===== config.mk =====
export PLATFORM = sky130hd
export DESIGN_NAME = tdc_hit_decoder
export DESIGN_NICKNAME = d
export VERILOG_FILES = /design/src/rtl/tdc_pkg.sv /design/src/rtl/onehot_index_decode.sv /design/src/rtl/tdc_hit_decoder.sv
export SDC_FILE = /design/constraint.sdc
export NUM_CORES = 2
export LEC_CHECK = 0
export ABC_CLOCK_PERIOD_IN_PS = 30000
export BUFFER_PORTS_ARGS = -buffer_cell sky130_fd_sc_hd__buf_2
export CAP_MARGIN = 20
export CORE_UTILIZATION = 28
export CTS_CLUSTER_SIZE = 16
export DETAILED_ROUTE_END_ITERATION = 8
export HOLD_SLACK_MARGIN = 0.02
export RECOVER_POWER = 25
export SLEW_MARGIN = 20
export SYNTH_ARGS = -nofsm -noshare
export SYNTH_HDL_FRONTEND = slang
export SYNTH_HIERARCHICAL = 1
export SYNTH_SLANG_ARGS = --single-unit

===== constraint.sdc =====
create_clock -name clk -period 30 [get_ports clk]
set_input_delay 3 -clock clk [delete_from_list [all_inputs] [get_ports clk]]
set_output_delay 3 -clock clk [all_outputs]
set_load 0.005 [all_outputs]

===== src/rtl/tdc_pkg.sv =====
// Shared widths, calibration constant and status layout for the TDC hit decoder.
// Latency: n/a (declarations only).
// Backpressure: n/a.
package tdc_pkg;

    // Default geometry of the TDC delay lines and coarse counter
    localparam int START_TAPS = 204;
    localparam int STOP_TAPS  = 176;
    localparam int COUNT_W    = 48;
    localparam int IDX_W      = 8;
    localparam int INT_W      = COUNT_W + 9;

    // Calibrated fine bins per coarse clock period
    localparam int CLK_BINS   = 200;

    // Bit positions inside the 3-bit status word
    localparam int ST_START_INV = 0;
    localparam int ST_STOP_INV  = 1;
    localparam int ST_NEG       = 2;

    // Status word; field order matches the bit positions above
    typedef struct packed {
        logic neg;
        logic stop_inv;
        logic start_inv;
    } status_t;

endpackage


===== src/rtl/onehot_index_decode.sv =====
// Converts a tap vector into the lowest set index plus empty / multi-hit flags.
// Latency: combinational.
// Backpressure: none; pure function of the input vector.
module onehot_index_decode #(
    parameter int W     = 204,
    parameter int IDX_W = 8
) (
    input  logic [W-1:0]     vec,
    output logic [IDX_W-1:0] idx,
    output logic             none,
    output logic             multi
);

    // Priority search from the top down so the lowest set bit wins
    always_comb begin
        idx = '0;
        for (int i = W - 1; i >= 0; i--) begin
            if (vec[i]) begin
                idx = IDX_W'(i);
            end
        end
    end

    // Clearing the lowest set bit leaves something only if two or more were set
    assign none  = ~|vec;
    assign multi = |(vec & (vec - W'(1)));

endmodule


===== src/rtl/tdc_hit_decoder.sv =====
// Decodes start/stop tap vectors plus coarse count into a binned interval with status.
// Latency: 3 cycles accept-to-result; one capture per cycle sustained.
// Backpressure: valid/ready per stage; in_ready is a combinational chain from res_ready.
// Optional error counter enabled by defining TDC_DEC_ERRCNT_EN.
module tdc_hit_decoder
    import tdc_pkg::*;
#(
    parameter int START_TAPS = tdc_pkg::START_TAPS,
    parameter int STOP_TAPS  = tdc_pkg::STOP_TAPS,
    parameter int COUNT_W    = tdc_pkg::COUNT_W,
    parameter int CLK_BINS   = tdc_pkg::CLK_BINS,
    parameter int IDX_W      = tdc_pkg::IDX_W,
    parameter int INT_W      = COUNT_W + 9
) (
    input  logic                  clk,
    input  logic                  rst,
    input  logic                  in_valid,
    output logic                  in_ready,
    input  logic [START_TAPS-1:0] one_hot_start,
    input  logic [STOP_TAPS-1:0]  one_hot_stop,
    input  logic [COUNT_W-1:0]    out_count,
    output logic                  res_valid,
    input  logic                  res_ready,
    output logic [INT_W-1:0]      res_interval,
    output logic [IDX_W-1:0]      res_start_idx,
    output logic [IDX_W-1:0]      res_stop_idx,
    output logic [2:0]            res_status,
    output logic [15:0]           err_count
);

    // ---------------- stage state ----------------
    logic                  s1_vld_q,   s1_vld_d;
    logic [START_TAPS-1:0] s1_start_q, s1_start_d;
    logic [STOP_TAPS-1:0]  s1_stop_q,  s1_stop_d;
    logic [COUNT_W-1:0]    s1_count_q, s1_count_d;

    logic                  s2_vld_q,         s2_vld_d;
    logic [IDX_W-1:0]      s2_start_idx_q,   s2_start_idx_d;
    logic                  s2_start_inv_q,   s2_start_inv_d;
    logic [IDX_W-1:0]      s2_stop_idx_q,    s2_stop_idx_d;
    logic                  s2_stop_inv_q,    s2_stop_inv_d;
    logic [COUNT_W-1:0]    s2_count_q,       s2_count_d;

    logic                  s3_vld_q,       s3_vld_d;
    logic [INT_W-1:0]      s3_interval_q,  s3_interval_d;
    logic [IDX_W-1:0]      s3_start_idx_q, s3_start_idx_d;
    logic [IDX_W-1:0]      s3_stop_idx_q,  s3_stop_idx_d;
    status_t               s3_status_q,    s3_status_d;

    // ---------------- handshake chain ----------------
    // A stage may load when it is empty or its content moves on this cycle
    logic s1_load, s2_load, s3_load;

    assign s3_load  = !s3_vld_q || res_ready;
    assign s2_load  = !s2_vld_q || s3_load;
    assign s1_load  = !s1_vld_q || s2_load;
    assign in_ready = s1_load;

    // ---------------- S2 decode ----------------
    logic [IDX_W-1:0] dec_start_idx, dec_stop_idx;
    logic             dec_start_none, dec_start_multi;
    logic             dec_stop_none,  dec_stop_multi;

    onehot_index_decode #(
        .W     (START_TAPS),
        .IDX_W (IDX_W)
    ) u_dec_start (
        .vec   (s1_start_q),
        .idx   (dec_start_idx),
        .none  (dec_start_none),
        .multi (dec_start_multi)
    );

    onehot_index_decode #(
        .W     (STOP_TAPS),
        .IDX_W (IDX_W)
    ) u_dec_stop (
        .vec   (s1_stop_q),
        .idx   (dec_stop_idx),
        .none  (dec_stop_none),
        .multi (dec_stop_multi)
    );

    // ---------------- S3 arithmetic ----------------
    // One extra bit above INT_W acts as the sign; the product never reaches it
    logic [INT_W:0] coarse_bins;
    logic [INT_W:0] signed_sum;
    status_t        status_c;

    // Interval in fine bins plus the resulting status word
    always_comb begin
        coarse_bins        = (INT_W + 1)'(s2_count_q) * (INT_W + 1)'(CLK_BINS);
        signed_sum         = coarse_bins + (INT_W + 1)'(s2_start_idx_q)
                                         - (INT_W + 1)'(s2_stop_idx_q);
        status_c.start_inv = s2_start_inv_q;
        status_c.stop_inv  = s2_stop_inv_q;
        status_c.neg       = signed_sum[INT_W];
    end

    // Next-state for S1: capture the raw inputs on an input handshake
    always_comb begin
        s1_vld_d   = s1_vld_q;
        s1_start_d = s1_start_q;
        s1_stop_d  = s1_stop_q;
        s1_count_d = s1_count_q;
        if (s1_load) begin
            s1_vld_d = in_valid;
            if (in_valid) begin
                s1_start_d = one_hot_start;
                s1_stop_d  = one_hot_stop;
                s1_count_d = out_count;
            end
        end
    end

    // Next-state for S2: register decoded indices and validity
    always_comb begin
        s2_vld_d       = s2_vld_q;
        s2_start_idx_d = s2_start_idx_q;
        s2_start_inv_d = s2_start_inv_q;
        s2_stop_idx_d  = s2_stop_idx_q;
        s2_stop_inv_d  = s2_stop_inv_q;
        s2_count_d     = s2_count_q;
        if (s2_load) begin
            s2_vld_d = s1_vld_q;
            if (s1_vld_q) begin
                s2_start_idx_d = dec_start_idx;
                s2_start_inv_d = dec_start_none || dec_start_multi;
                s2_stop_idx_d  = dec_stop_idx;
                s2_stop_inv_d  = dec_stop_none || dec_stop_multi;
                s2_count_d     = s1_count_q;
            end
        end
    end

    // Next-state for S3: output register, interval zeroed on any flagged condition
    always_comb begin
        s3_vld_d       = s3_vld_q;
        s3_interval_d  = s3_interval_q;
        s3_start_idx_d = s3_start_idx_q;
        s3_stop_idx_d  = s3_stop_idx_q;
        s3_status_d    = s3_status_q;
        if (s3_load) begin
            s3_vld_d = s2_vld_q;
            if (s2_vld_q) begin
                s3_start_idx_d = s2_start_idx_q;
                s3_stop_idx_d  = s2_stop_idx_q;
                s3_status_d    = status_c;
                s3_interval_d  = (status_c != '0) ? '0 : signed_sum[INT_W-1:0];
            end
        end
    end

    // Pipeline registers; reset drops every in-flight capture
    always_ff @(posedge clk or posedge rst) begin
        if (rst) begin
            s1_vld_q       <= 1'b0;
            s1_start_q     <= '0;
            s1_stop_q      <= '0;
            s1_count_q     <= '0;
            s2_vld_q       <= 1'b0;
            s2_start_idx_q <= '0;
            s2_start_inv_q <= 1'b0;
            s2_stop_idx_q  <= '0;
            s2_stop_inv_q  <= 1'b0;
            s2_count_q     <= '0;
            s3_vld_q       <= 1'b0;
            s3_interval_q  <= '0;
            s3_start_idx_q <= '0;
            s3_stop_idx_q  <= '0;
            s3_status_q    <= '0;
        end else begin
            s1_vld_q       <= s1_vld_d;
            s1_start_q     <= s1_start_d;
            s1_stop_q      <= s1_stop_d;
            s1_count_q     <= s1_count_d;
            s2_vld_q       <= s2_vld_d;
            s2_start_idx_q <= s2_start_idx_d;
            s2_start_inv_q <= s2_start_inv_d;
            s2_stop_idx_q  <= s2_stop_idx_d;
            s2_stop_inv_q  <= s2_stop_inv_d;
            s2_count_q     <= s2_count_d;
            s3_vld_q       <= s3_vld_d;
            s3_interval_q  <= s3_interval_d;
            s3_start_idx_q <= s3_start_idx_d;
            s3_stop_idx_q  <= s3_stop_idx_d;
            s3_status_q    <= s3_status_d;
        end
    end

    assign res_valid     = s3_vld_q;
    assign res_interval  = s3_interval_q;
    assign res_start_idx = s3_start_idx_q;
    assign res_stop_idx  = s3_stop_idx_q;
    assign res_status    = s3_status_q;

`ifdef TDC_DEC_ERRCNT_EN
    logic [15:0] err_cnt_q, err_cnt_d;

    // Count flagged results as they leave, sticking at all-ones
    always_comb begin
        err_cnt_d = err_cnt_q;
        if (s3_vld_q && res_ready && (s3_status_q != '0) && (err_cnt_q != 16'hFFFF)) begin
            err_cnt_d = err_cnt_q + 16'd1;
        end
    end

    // Error counter register
    always_ff @(posedge clk or posedge rst) begin
        if (rst) begin
            err_cnt_q <= '0;
        end else begin
            err_cnt_q <= err_cnt_d;
        end
    end

    assign err_count = err_cnt_q;
`else
    assign err_count = 16'h0000;
`endif

endmodule


==> summary.md <==
| Metric | Value |
|---|---|
| Outcome | finished with violations |
| Failing checks | max-capacitance violations, max-slew violations |
| Yosys warnings | 6 |
| Nets | 5386 |
| Final Slew Violations | 370 |
| Pin count of the biggest net entering global routing | 165 |
| Seq/Total Area, Yosys | 35.7% |
| Mapped Area | 0.0401 mm^2 |
| Final period util | 28.6% |
| Die height | 381 um |
| Worst hold start | res_status[2]$_DFFE_PP0P_ |
| WP data arrival | 9.28 ns |
| Synth Instances | 4221 |
| Vias per cell | 5.45 |
| Filler Cells Inserted | 14800 |
| Slowest cell on crit path | clkbuf_1 |
| Max clock buf depth | 3 |
| Global route overflow | 0 |
| Number of flops mapped to enable cells by yosys | 0 |
| Rel. slew slack | -127% |
| Share of cells above drive strength 1 | 26.2% |
| Drt first-iter violations | 3370 |
| Tot GR Track Use | 20.3% |
| Top routing layer in use | met5 |
| CTS H-tree depth | 3 |
| Top_reg_cell synth | dfrtp_1 |
| Critical path type | in2async |
| Worst flop-to-flop path startpoint | s2_count_q[12]$_DFFE_PP0P_ |
| Syn avg cell area | 9.51 um^2 |
| Crit path largest cell delay | 2.37 ns |
| Num CTS Buffers | 71 |
| Die area | 0.145 mm^2 |
| Most Frequent Cell on Critical Path | buf_4 |
| Area contributors post-synth | dfrtp_1 36%, mux2_2 14%, ha_1 6.5%, inv_1 3.6%, a21oi_1 2.9% |
| Skew-Pair Late Insertion Delay | 0.70 ns |
| DIE WIDTH | 381 um |
| Critical path startpoint | rst |
| Clock transition at path regs | 0.06 ns |
| Initial antenna violation count | 10 |
| IO Count | 526 |
| Clock sinks | 573 |
| Max Clock Skew | 0.0381 ns |
| Detailed Route WL | 150000 um |
| Leading area contributor after synthesis | dfrtp_1 |
| Metal3 WL | 11500 um |
| Buffer count from post-CTS setup fixing | 0 |
| P&R area growth vs syn | 17.2% |
| Routed met1 length | 69400 um |
| Number of global-route vias before repair | 35200 |
| Worst Setup End Kind | asynchronous set/reset pin |
| Vias post-DR | 36200 |
| Routed Antenna Nets | 0 |
| Minimum clock period | 8.57 ns |
| Hold crit path type | reg2reg |
| WP data required | 30.71 ns |
| DR pass1 iterations | 6 |
| Critical path peak fanout | 72 |
| RSZ-0062 raised after global routing | false |
| Row cnt | 138 |
| Dpl hpwl | 119000 um |
| Unique masters post-synth | 107 |
| Startpoint types | input pin |
| N_diodes | 0 |
| Initial core utilization | 28.3% |
| Final Wtd Congestion | 0.956 |
| Synthesized flop and latch total | 573 |
| Max-Cap Viols | 7 |
| Async S/R FF share, synth | 100% |
| Worst-Margin Slew | 3.38 ns |
| Met2 routed WL | 65600 um |
| Final setup fails | 0 |
| Setup TNS | 0 ns |
| First-pass GRT wire length | 226000 um |
| Core Box Area | 0.142 mm^2 |
| Routed wire length per instance | 22.6 um |
| Crit-path cells | buf_2 -> clkinvlp_2 -> clkbuf_1 -> buf_4 -> buf_4 |
| Hold-fix buffers, CTS | 0 |
| Final Hold Fails | 0 |
| Buffers on Ports | 509 |
| Root Buffer | clkbuf_16 |
| FMAX | 117 MHz |
| DRC viols | 0 |
| Post-cts resize count | 0 |
| Top cell type's share of synthesized area | 35.7% |
| TritonCTS clock tree | done |
==> layout by cell type (no fill, tap or decap), types with 20 or more instances in the layout <==
| cell | instances |
|---|---|
| o31ai_1 | 70 |
| a21o_1 | 62 |
| buf_4 | 30 |
| fa_1 | 49 |
| a2111oi_0 | 20 |
| nor3_1 | 120 |
| buf_2 | 509 |
| nand2_1 | 219 |
| nand3_1 | 81 |
| inv_1 | 385 |
| clkbuf_16 | 75 |
| a211oi_1 | 30 |
| o21a_1 | 22 |
| or3_1 | 30 |
| ha_1 | 207 |
| a31oi_1 | 30 |
| or4_1 | 78 |
| nor2_1 | 293 |
| o21bai_1 | 32 |
| nand2b_1 | 30 |
| o21ai_0 | 199 |
| nor4_1 | 166 |
| o41ai_1 | 38 |
| nand4_1 | 80 |
| or2_2 | 26 |
| xor2_1 | 43 |
| dfrtp_1 | 573 |
| xnor2_1 | 55 |
| mux2_2 | 502 |
| nor2b_1 | 25 |
| a21oi_1 | 233 |
| o2111ai_1 | 28 |
| a22o_1 | 58 |
==> per-layer routing <==
metal	GRT usage [%]	vias to the layer above
met5	0	-
met4	5.38	8
met3	4.25	203
met2	31.0	1485
met1	29.0	17800
li1	-	16700
==> synthesized netlist by cell type (all sizes together) (49+ instances only) <==
library cell  instances
nand3                82
o31ai                70
nand4                81
a21o                 62
dfrtp               573
a22o                 58
nor4                178
inv                 386
buf                  52
o21ai               209
xnor2                57
nor2                293
ha                  207
a21oi               235
or4                  87
clkbuf              104
mux2                502
fa                   49
nor3                123
nand2               219
==> stage by stage <==
step / worst slack, ns / util [%] / hold WS [ns] / instance area, um^2 / instances
final: 21.43 / 33.1 / 0.484 / 47000 / 6637
after global routing: 20.17 / 33.1 / 0.512 / 47000 / 6637
after CTS: 22.46 / 33.1 / 0.489 / 47000 / 6636
after detailed placement: 22.45 / 31.5 / 0.473 / 44700 / 6514
after global placement: 22.60 / 31.5 / 0.463 / 44700 / 6514
after floorplan: 10.97 / - / 0.458 / 40200 / 4236
==> path summary, 6_finish.rpt <==
path                                                endpoint  slack (ns)  cells after the start
worst max-delay path               s1_stop_q[51]$_DFFE_PP0P_       21.43                      5
worst min-delay path               res_status[2]$_DFFE_PP0P_        0.48                      2
worst max register to register  res_interval[56]$_DFFE_PP0P_       22.45                     34
worst min register to register     res_status[2]$_DFFE_PP0P_        0.48                      2
max in group clk                 s1_start_q[146]$_DFFE_PP0P_       22.38                      8
min in group asynchronous         s1_count_q[17]$_DFFE_PP0P_        3.34                      2
==> cell type report <==
| cell class | count | area, um^2 | area share, % |
|---|---|---|---|
| clock buffers | 93 | 2030 | 4.33 |
| clock inverters | 29 | 285 | 0.607 |
| inverters | 386 | 1450 | 3.08 |
| multi-input cells | 3121 | 23700 | 50.4 |
| flip-flops and latches | 573 | 14300 | 30.5 |
| well taps | 1890 | 2360 | 5.03 |
| repair buffers | 545 | 2840 | 6.03 |
==> worst max-delay path: cells and delay by family <==
family | cells | cell delay [ns]
buf+inv | 5 | 6.06
==> sequential cells by signal (all words and copies together), names as in the netlist <==
name            cells
res_interval       57
res_start_idx       8
res_status          3
res_stop_idx        8
res_valid           1
s1_count_q         48
s1_start_q        204
s1_stop_q         176
s1_vld_q            1
s2_count_q         48
s2_start_idx_q      8
s2_start_inv_q      1
s2_stop_idx_q       8
s2_stop_inv_q       1
s2_vld_q            1
==> cell families after synthesis <==
kind of cell    Yosys count  share of synthesized area, %
flops                   573                          35.7
buf+inv                 542                          5.39
simple gates           1243                          16.6
fa+ha+maj               259                          8.97
compound gates          998                          16.9
mux                     504                          14.1
other cells               1                       0.00934
xor+xnor                101                          2.26
Power is left out: the tool's default activity adds up to more than one toggle a clock period on the data nets, which glitch-free logic cannot reach.
